**src/rtl/shifter_pkg.sv**
```systemverilog
// Shared constants and types for the shifter operand-fetch stage.
//   DATA_W / NREGS / AW / SHAMT_W : datapath geometry
//   SHIFT_*                       : shift-type encodings forwarded to the shifter
//   buf_state_t                   : occupancy of the two-entry output buffer
//   entry_t                       : one buffered shifter request
package shifter_pkg;

   localparam int unsigned DATA_W  = 32;
   localparam int unsigned NREGS   = 16;
   localparam int unsigned AW      = $clog2(NREGS);
   localparam int unsigned SHAMT_W = $clog2(DATA_W);

   localparam logic [1:0] SHIFT_LSL  = 2'b00;
   localparam logic [1:0] SHIFT_LSR  = 2'b01;
   localparam logic [1:0] SHIFT_PASS = 2'b10;

   typedef enum logic [1:0] {
      BufEmpty = 2'd0,
      BufOne   = 2'd1,
      BufTwo   = 2'd2
   } buf_state_t;

   typedef struct packed {
      logic [DATA_W-1:0]  data;
      logic [SHAMT_W-1:0] shamt;
      logic [1:0]         shift_type;
      logic [AW-1:0]      rd;
   } entry_t;

endpackage

```
**src/rtl/shift_reg_file.sv**
```systemverilog
// NREGS x DATA_W register file feeding the shifter operand stage.
//   clk, rst              : clock, asynchronous active-high reset (clears all registers)
//   rm_addr / rm_data     : full-width operand read port (combinational)
//   rs_addr / rs_shamt    : shift-amount read port, low SHAMT_W bits only
//   wb_en/wb_addr/wb_data : synchronous write port
// R0 always reads zero and ignores writes. A write in the same cycle as a read of
// the same (non-zero) address is bypassed to the read port.
module shift_reg_file
   import shifter_pkg::*;
(
   input  logic               clk,
   input  logic               rst,
   input  logic [AW-1:0]      rm_addr,
   output logic [DATA_W-1:0]  rm_data,
   input  logic [AW-1:0]      rs_addr,
   output logic [SHAMT_W-1:0] rs_shamt,
   input  logic               wb_en,
   input  logic [AW-1:0]      wb_addr,
   input  logic [DATA_W-1:0]  wb_data
);

   logic [DATA_W-1:0] regs_q [NREGS];

   always_ff @(posedge clk or posedge rst) begin
      if (rst) begin
         for (int i = 0; i < int'(NREGS); i++) begin
            regs_q[i] <= '0;
         end
      end else if (wb_en && (wb_addr != '0)) begin
         regs_q[wb_addr] <= wb_data;
      end
   end

   always_comb begin
      rm_data = regs_q[rm_addr];
      if (rm_addr == '0) begin
         rm_data = '0;
      end else if (wb_en && (wb_addr == rm_addr)) begin
         rm_data = wb_data;
      end
   end

   // Only the low bits of Rs ever matter, so the port is narrowed here.
   always_comb begin
      rs_shamt = regs_q[rs_addr][SHAMT_W-1:0];
      if (rs_addr == '0) begin
         rs_shamt = '0;
      end else if (wb_en && (wb_addr == rs_addr)) begin
         rs_shamt = wb_data[SHAMT_W-1:0];
      end
   end

endmodule

```
**src/rtl/shift_operand_fetch.sv**
```systemverilog
// Operand-fetch stage directly upstream of the barrel shifter.
//   clk, rst                 : clock, asynchronous active-high reset
//   req_*                    : valid/ready request (Rm, Rs, shamt select/imm, type, rd)
//   wb_en/wb_addr/wb_data    : register-file writeback
//   out_*                    : valid/ready entry to the shifter (data, shamt, type, rd)
// Accepted requests are snapshotted into a two-entry elastic buffer: the output
// register is the head, a skid register holds the second entry so a downstream
// stall never costs a bubble. req_ready depends only on registered state.
module shift_operand_fetch
   import shifter_pkg::*;
(
   input  logic               clk,
   input  logic               rst,
   input  logic               req_valid,
   output logic               req_ready,
   input  logic [AW-1:0]      req_rm,
   input  logic [AW-1:0]      req_rs,
   input  logic               req_shamt_sel,
   input  logic [SHAMT_W-1:0] req_shamt_imm,
   input  logic [1:0]         req_shift_type,
   input  logic [AW-1:0]      req_rd,
   input  logic               wb_en,
   input  logic [AW-1:0]      wb_addr,
   input  logic [DATA_W-1:0]  wb_data,
   output logic               out_valid,
   input  logic               out_ready,
   output logic [DATA_W-1:0]  out_data,
   output logic [SHAMT_W-1:0] out_shamt,
   output logic [1:0]         out_shift_type,
   output logic [AW-1:0]      out_rd
);

   buf_state_t state_q, state_d;
   entry_t     head_q, head_d;
   entry_t     skid_q, skid_d;
   entry_t     new_entry;

   logic [DATA_W-1:0]  rm_data;
   logic [SHAMT_W-1:0] rs_shamt;
   logic               accept;
   logic               pop;

   shift_reg_file u_reg_file (
      .clk      (clk),
      .rst      (rst),
      .rm_addr  (req_rm),
      .rm_data  (rm_data),
      .rs_addr  (req_rs),
      .rs_shamt (rs_shamt),
      .wb_en    (wb_en),
      .wb_addr  (wb_addr),
      .wb_data  (wb_data)
   );

   always_comb begin
      new_entry.data       = rm_data;
      new_entry.shamt      = req_shamt_sel ? rs_shamt : req_shamt_imm;
      new_entry.shift_type = req_shift_type;
      new_entry.rd         = req_rd;
   end

   assign req_ready = !rst && (state_q != BufTwo);
   assign out_valid = (state_q != BufEmpty);
   assign accept    = req_valid && req_ready;
   assign pop       = out_valid && out_ready;

   always_comb begin
      state_d = state_q;
      head_d  = head_q;
      skid_d  = skid_q;
      unique case (state_q)
         BufEmpty: begin
            if (accept) begin
               head_d  = new_entry;
               state_d = BufOne;
            end
         end
         BufOne: begin
            if (accept && pop) begin
               head_d = new_entry;
            end else if (accept) begin
               skid_d  = new_entry;
               state_d = BufTwo;
            end else if (pop) begin
               state_d = BufEmpty;
            end
         end
         BufTwo: begin
            // req_ready is low here, so only a pop can happen.
            if (pop) begin
               head_d  = skid_q;
               state_d = BufOne;
            end
         end
         default: state_d = BufEmpty;
      endcase
   end

   always_ff @(posedge clk or posedge rst) begin
      if (rst) begin
         state_q <= BufEmpty;
         head_q  <= '0;
         skid_q  <= '0;
      end else begin
         state_q <= state_d;
         head_q  <= head_d;
         skid_q  <= skid_d;
      end
   end

   assign out_data       = head_q.data;
   assign out_shamt      = head_q.shamt;
   assign out_shift_type = head_q.shift_type;
   assign out_rd         = head_q.rd;

endmodule

```
**config.mk**
```make
export PLATFORM = sky130hd
export DESIGN_NAME = shift_operand_fetch
export DESIGN_NICKNAME = d
export VERILOG_FILES = /design/src/rtl/shifter_pkg.sv /design/src/rtl/shift_reg_file.sv /design/src/rtl/shift_operand_fetch.sv
export SDC_FILE = /design/constraint.sdc
export NUM_CORES = 1
export LEC_CHECK = 0
export CORE_MARGIN = 2
export CORE_UTILIZATION = 62
export CTS_CLUSTER_SIZE = 10
export DETAILED_ROUTE_END_ITERATION = 6
export PLACE_DENSITY = 0.81
export SYNTH_ARGS = -nofsm -noshare
export SYNTH_HDL_FRONTEND = slang
export SYNTH_SLANG_ARGS = --single-unit
```
**constraint.sdc**
```tcl
create_clock -name clk -period 34.3 [get_ports clk]
set_clock_uncertainty 0.2 [all_clocks]
set_input_delay 3.43 -clock clk [delete_from_list [all_inputs] [get_ports clk]]
set_output_delay 3.43 -clock clk [all_outputs]
set_load 0.02 [all_outputs]
```
==> results of run 1 <==
==> state kept, by name (all words and copies together), names as in the netlist <==
signal             cells
out_rd                 4
out_shift_type         2
skid_q                43
state_q                2
out_shamt              5
out_data              32
u_reg_file.regs_q    512
==> per-stage QoR <==
| stage | setup WS [ps] | instance area, µm² | utilization [%] |
|---|---|---|---|
| floorplan | 13880 | 29000 | - |
| global placement | 25950 | 30200 | 65.1 |
| detailed placement | 25950 | 30200 | 65.1 |
| CTS | 25940 | 32100 | 69.2 |
| global route | 25920 | 32100 | 69.2 |
| finish | 25940 | 32100 | 69.3 |
==> area by class of cell <==
cell class,count,share of cell area (%)
clock buffers,77,5.80
well taps,607,2.37
multi-input cells,1332,40.2
inverters,33,0.409
clock inverters,5,0.203
repair buffers,147,4.29
diodes,1,0.00779
flip-flops and latches,600,46.8
==> cell families after synthesis <==
| logic type | share of synthesized area (%) |
|---|---|
| buffers and inverters | 4.19 |
| DFF | 51.8 |
| xor gates and xnor gates | 0.242 |
| and+or+nand+nor | 7.49 |
| AOI/OAI and AO/OA | 8.48 |
| muxes | 27.8 |
==> worst max-delay path, delay by kind of cell <==
family / cells / cell delay, ps
buf+inv: 2 / 1150
simple gates: 1 / 150
==> where the power goes <==
group	leakage (nW)	internal (W)	switching [W]	total [W]
clock	0.949	0.000387	0.000274	0.000662
sequential	7.52	0.000869	0.000100	0.000969
combinational	5.13	0.000241	0.000193	0.000434
==> metal layers <==
layer  wire length [µm]  global-route usage (%)  part of all wire (%)  vias to the layer above
li1                   -                       -                     -                     7909
met1              30900                    44.8                    40                    10100
met2              37200                    52.9                    49                      868
met3               5870                    5.76                   7.7                      218
met4               2670                    13.1                   3.5                        0
met5                  0                       0                     0                        -
==> cells in the final DEF (no fill, tap or decap), drive strengths merged, types with 2 or more instances in the layout <==
master and count:
a21oi 11, a221oi 32, a22oi 42, a31oi 6, and2 32, buf 45, clkbuf 78, clkdlybuf4s50 101
dfrtp 600, inv 37, mux2 358, mux2i 70, mux4 148, nand2 222, nand2b 12, nand3 13
nand3b 3, nor2 56, nor2b 4, nor3 34, nor4 2, nor4b 32, o211ai 32, o21ai 199
o221ai 5, or3 3, xnor2 5, xor2 3
==> worst max-delay path by stage <==
stage	startpoint	cells past startpoint	to
2_1_floorplan	rst	1	out_data[0]
3_3_place_gp	rst	3	req_ready
3_5_place_dp	rst	3	req_ready
4_1_cts	rst	3	req_ready
5_1_grt	rst	3	req_ready
6_report	rst	3	req_ready
==> flow_metrics.tcl, run 1 <==
set metrics [dict create \
    hold_start "u_reg_file.regs_q[493]" \
    synthArstFlopShare_pct 100 \
    vias 19100 \
    grt_pass1_wl_um 120000 \
    rr_startpoint "state_q[1]" \
    dieArea_mm2 0.0485 \
    ir_drop_uv 44.5 \
    critPathLaunchType "input pin" \
    hold_slack_ps 170 \
    path_common_cell "clkdlybuf4s50_1" \
    final-hold-violation-count 0 \
    dp.cells 2719 \
    power_w 0.00206 \
    synth_area_mm2 0.0290 \
    synthDistinctLibCells 47 \
    instances_no_fill 2802 \
    critPathMaxFanout 3 \
    cts_setup_buffers 0 \
    grt_max_degree 202 \
    gp_congestion 0.780 \
    routed_wirelength_um 76600 \
    grt_pass1_vias 20300 \
    area_growth_pct 10.7 \
    vias_per_cell 6.82 \
    crit_required_ps 30670 \
    r2r_end "out_data[23]" \
    min_path_cells 0 \
    synth_nets 2253 \
    synthCells 2192 \
    hold_path.class "reg2reg" \
    drive_above_1_share_pct 35.6 \
    synth_commonest_cells "dfrtp_1, mux2_2, nand2_1" \
    whs_endpoint "u_reg_file.regs_q[493]" \
    clk_pin_slew_worst_paths_ps 50 \
    maxCapViolations 0 \
    ys.warnings.count 0 \
    final_max_slew_viol_count 0 \
    path_cells "clkdlybuf4s50_1 -> nor2_1 -> clkdlybuf4s50_1" \
    ctsResizeCount 0 \
    reg2reg_slack_ps 31160 \
    drt-initial-drc-count 1787 \
    max_stage_delay_ps 620 \
    fill_cells 3085 \
    wl_per_cell_um 27.3 \
    seq_area_mm2 0.0150 \
    worst_pin_slew_ps 1260 \
    die_h_um 220 \
    numCtsBuffers 70 \
    root_buffer "clkbuf_16" \
    ys_ff_latch 600 \
    synth_top_area_share_pct 51.8 \
    yosysMostFrequentCell "dfrtp_1" \
    final_antenna_net_count 0 \
    crit_type "in2out" \
    status "finished clean" \
    rr_worst_depth 5 \
    ios 106 \
    layout.nets 2245 \
    drcViolationCount 0 \
    synth_area_leaders "dfrtp_1, mux2_2, mux4_2" \
    synth-seq-area-share_pct 51.8 \
    power.density_mw_per_mm2 64.3 \
    synth.largest_area_cell "dfrtp_1" \
    synth_edf_count 0 \
    yosys_most_used_dff "dfrtp_1" \
    numPortBuffers 105 \
    dr.pass1.iters 5 \
    fmax_ghz 0.120 \
    fin_crit_sh_pct 24.4 \
    cts_num_sinks 600 \
    rows 79 \
    clkLatencyLatePin_ps 600 \
    core_area_mm2 0.0464 \
    rsz0062_at_grt "no" \
    hold_buffers 0 \
    grt_usage_pct 32.8 \
    ctsHtreeMaxLevel 3 \
    grt_overflow 0 \
    setup_viol 0 \
    min_period_ps 8360 \
    avgSynthCellArea_um2 13.2 \
    multi_input_area_mm2 0.0129 \
    dp_hpwl_um 41700 \
    leakage_nw 13.6 \
    final.setup.tns_ps 0 \
    cp_slowest_cell "clkdlybuf4s50_1" \
    fp.dieW_um 220 \
    cts_tree "yes" \
    cp-end-kind "primary output" \
    initial_utilization_pct 62.5 \
    clockBufferDepth 3 \
    max_slew_margin_pct 15.5 \
    worst_ep_arrival_time_ps 4730 \
    antenna_found_initial 0 \
]
Power figures use the tool's default switching activity.
==> run 2: changes to the inputs <==
==> constraint.sdc (replaced) <==
create_clock -name clk -period 7.9 [get_ports clk]
set_clock_uncertainty 0.2 [all_clocks]
set_input_delay 0.79 -clock clk [delete_from_list [all_inputs] [get_ports clk]]
set_output_delay 0.79 -clock clk [all_outputs]
set_load 0.02 [all_outputs]
==> run 2 against run 1 <==
  * Sequential power grew to 4.4 times the previous value
  * Sequential share of layout area hardly changed
  * Cell count hardly changed
  * Critical endpoint is now out_data[27]
==> flow_metrics.tcl, run 2 (same netlist as run 1, synthesis figures left out) <==
set metrics [dict create \
    ctsResizeCount 0 \
    mostFrequentLayoutCell "dfrtp_1" \
    dieArea_mm2 0.0485 \
    whs_endpoint "u_reg_file.regs_q[508]" \
    fmax_ghz 0.273 \
    worst_ep_arrival_time_ps 3900 \
    drcViolationCount 0 \
    rsz0062_at_grt "no" \
    worst_pin_slew_ps 1150 \
    largest_reg_flops 512 \
    fp.dieW_um 220 \
    clockBufferDepth 3 \
    critPathLaunchType "input pin" \
    timing.critical_path.from "req_rm[0]" \
    hold_start "u_reg_file.regs_q[508]" \
    area_growth_pct 10.7 \
    wl_per_cell_um 27.2 \
    grt_pass1_wl_um 120000 \
    final_max_slew_viol_count 0 \
    initial_utilization_pct 62.5 \
    grt_usage_pct 32.8 \
    rows 79 \
    gp_congestion 0.794 \
    min_path_cells 0 \
    routed_wirelength_um 76200 \
    max_slew_margin_pct 23.7 \
    worst_slack_ps 4240 \
    fin_crit_sh_pct 46.3 \
    die_h_um 220 \
    antenna_found_initial 0 \
    dp_hpwl_um 41000 \
    rr_startpoint "state_q[1]" \
    vias_per_cell 6.82 \
    dr.pass1.iters 5 \
    core_area_mm2 0.0464 \
    cts_tree "yes" \
    place_ws_ps 3650 \
    ios 106 \
    power_w 0.00895 \
    rr_worst_depth 6 \
    cts_num_sinks 600 \
    clkLatencyLatePin_ps 600 \
    root_buffer "clkbuf_16" \
    grt_pass1_vias 20300 \
    crit_type "in2reg" \
    final_antenna_net_count 0 \
    ctsHtreeMaxLevel 3 \
    status "finished clean" \
    place_area_mm2 0.0302 \
    drt-initial-drc-count 1896 \
    critPathMaxFanout 75 \
    hold_buffers 0 \
    cp-end-kind "register" \
    numCtsBuffers 70 \
    grt_max_degree 186 \
    layout.nets 2242 \
    ir_drop_uv 176 \
    layout_common_cells "dfrtp_1, mux2_2, nand2_1" \
    hold_path.class "reg2reg" \
    final-hold-violation-count 0 \
    finalInstanceArea_mm2 0.0321 \
    leakage_nw 13.6 \
    maxCapViolations 0 \
    grt_overflow 0 \
    drive_above_1_share_pct 35.5 \
    final.setup.tns_ps 0 \
    clk_pin_slew_worst_paths_ps 50 \
    vias 19100 \
    numPortBuffers 105 \
    crit_required_ps 8140 \
    cts_setup_buffers 0 \
    reg2reg_slack_ps 4830 \
    regMostFlops "u_reg_file.regs_q" \
    fill_cells 3070 \
    power.density_mw_per_mm2 279 \
    min_period_ps 3660 \
    hold_slack_ps 172 \
    setup_viol 0 \
    r2r_end "out_data[3]" \
]
-- run 2: cell types whose count changed in the layout (fill, tap and decap cells not counted), sizes merged --
cell,previous run,this run
buf,45,42
clkbuf,78,81
bufinv,1,0
clkinvlp,0,1
inv,37,36
-- run 2: worst max-delay path by stage --
stage	end	slack, ps	depth (start not counted)
6_report	out_data[27]	4240	7
5_1_grt	out_data[15]	4000	7
4_1_cts	out_data[27]	4210	7
3_5_place_dp	out_data[27]	3650	7
3_3_place_gp	out_data[24]	3730	7
2_1_floorplan	out_data[0]	-1270	1
-- run 2: power breakdown --
group	internal (W)	switching [W]	total [W]
Combinational	0.00105	0.000821	0.00187
Sequential	0.00377	0.000448	0.00422
Clock	0.00166	0.00120	0.00286
Total	0.00648	0.00247	0.00895
-- run 2: final cells by class --
| class | instances | area, µm² | area share (%) |
|---|---|---|---|
| clock inverter | 4 | 35.0 | 0.109 |
| sequential | 600 | 15000 | 46.8 |
| clock buffer | 80 | 1880 | 5.87 |
| antenna | 1 | 2.50 | 0.00780 |
| multi-input combinational | 1332 | 12900 | 40.2 |
| timing repair buffer | 144 | 1380 | 4.30 |
| inverter | 33 | 128 | 0.398 |
| tap | 607 | 759 | 2.37 |
-- run 2: critical path, stage by stage --
cell,delay (ps)
clkbuf_8,730
buf_4,960
mux4_2,610
mux2i_1,150
mux2_2,190
nor4b_2,290
a221oi_2,80
-- run 2: through the flow --
stage	utilization, %	std cells
5_1_grt	69.2	2800
4_1_cts	69.2	2800
3_3_place_gp	65.1	2716
2_1_floorplan	-	2192
3_5_place_dp	65.1	2716
6_report	69.2	2801
-- run 2: metal layers --
| layer | up-vias | global-route usage, % | share of wire, % | routed length, µm |
|---|---|---|---|---|
| met1 | 9993 | 45.0 | 40 | 30700 |
| met2 | 940 | 51.7 | 47 | 36100 |
| met3 | 251 | 6.49 | 8.2 | 6220 |
| met4 | 0 | 14.0 | 4.1 | 3090 |
| li1 | 7918 | - | - | - |
| met5 | - | 0 | 0 | 0 |
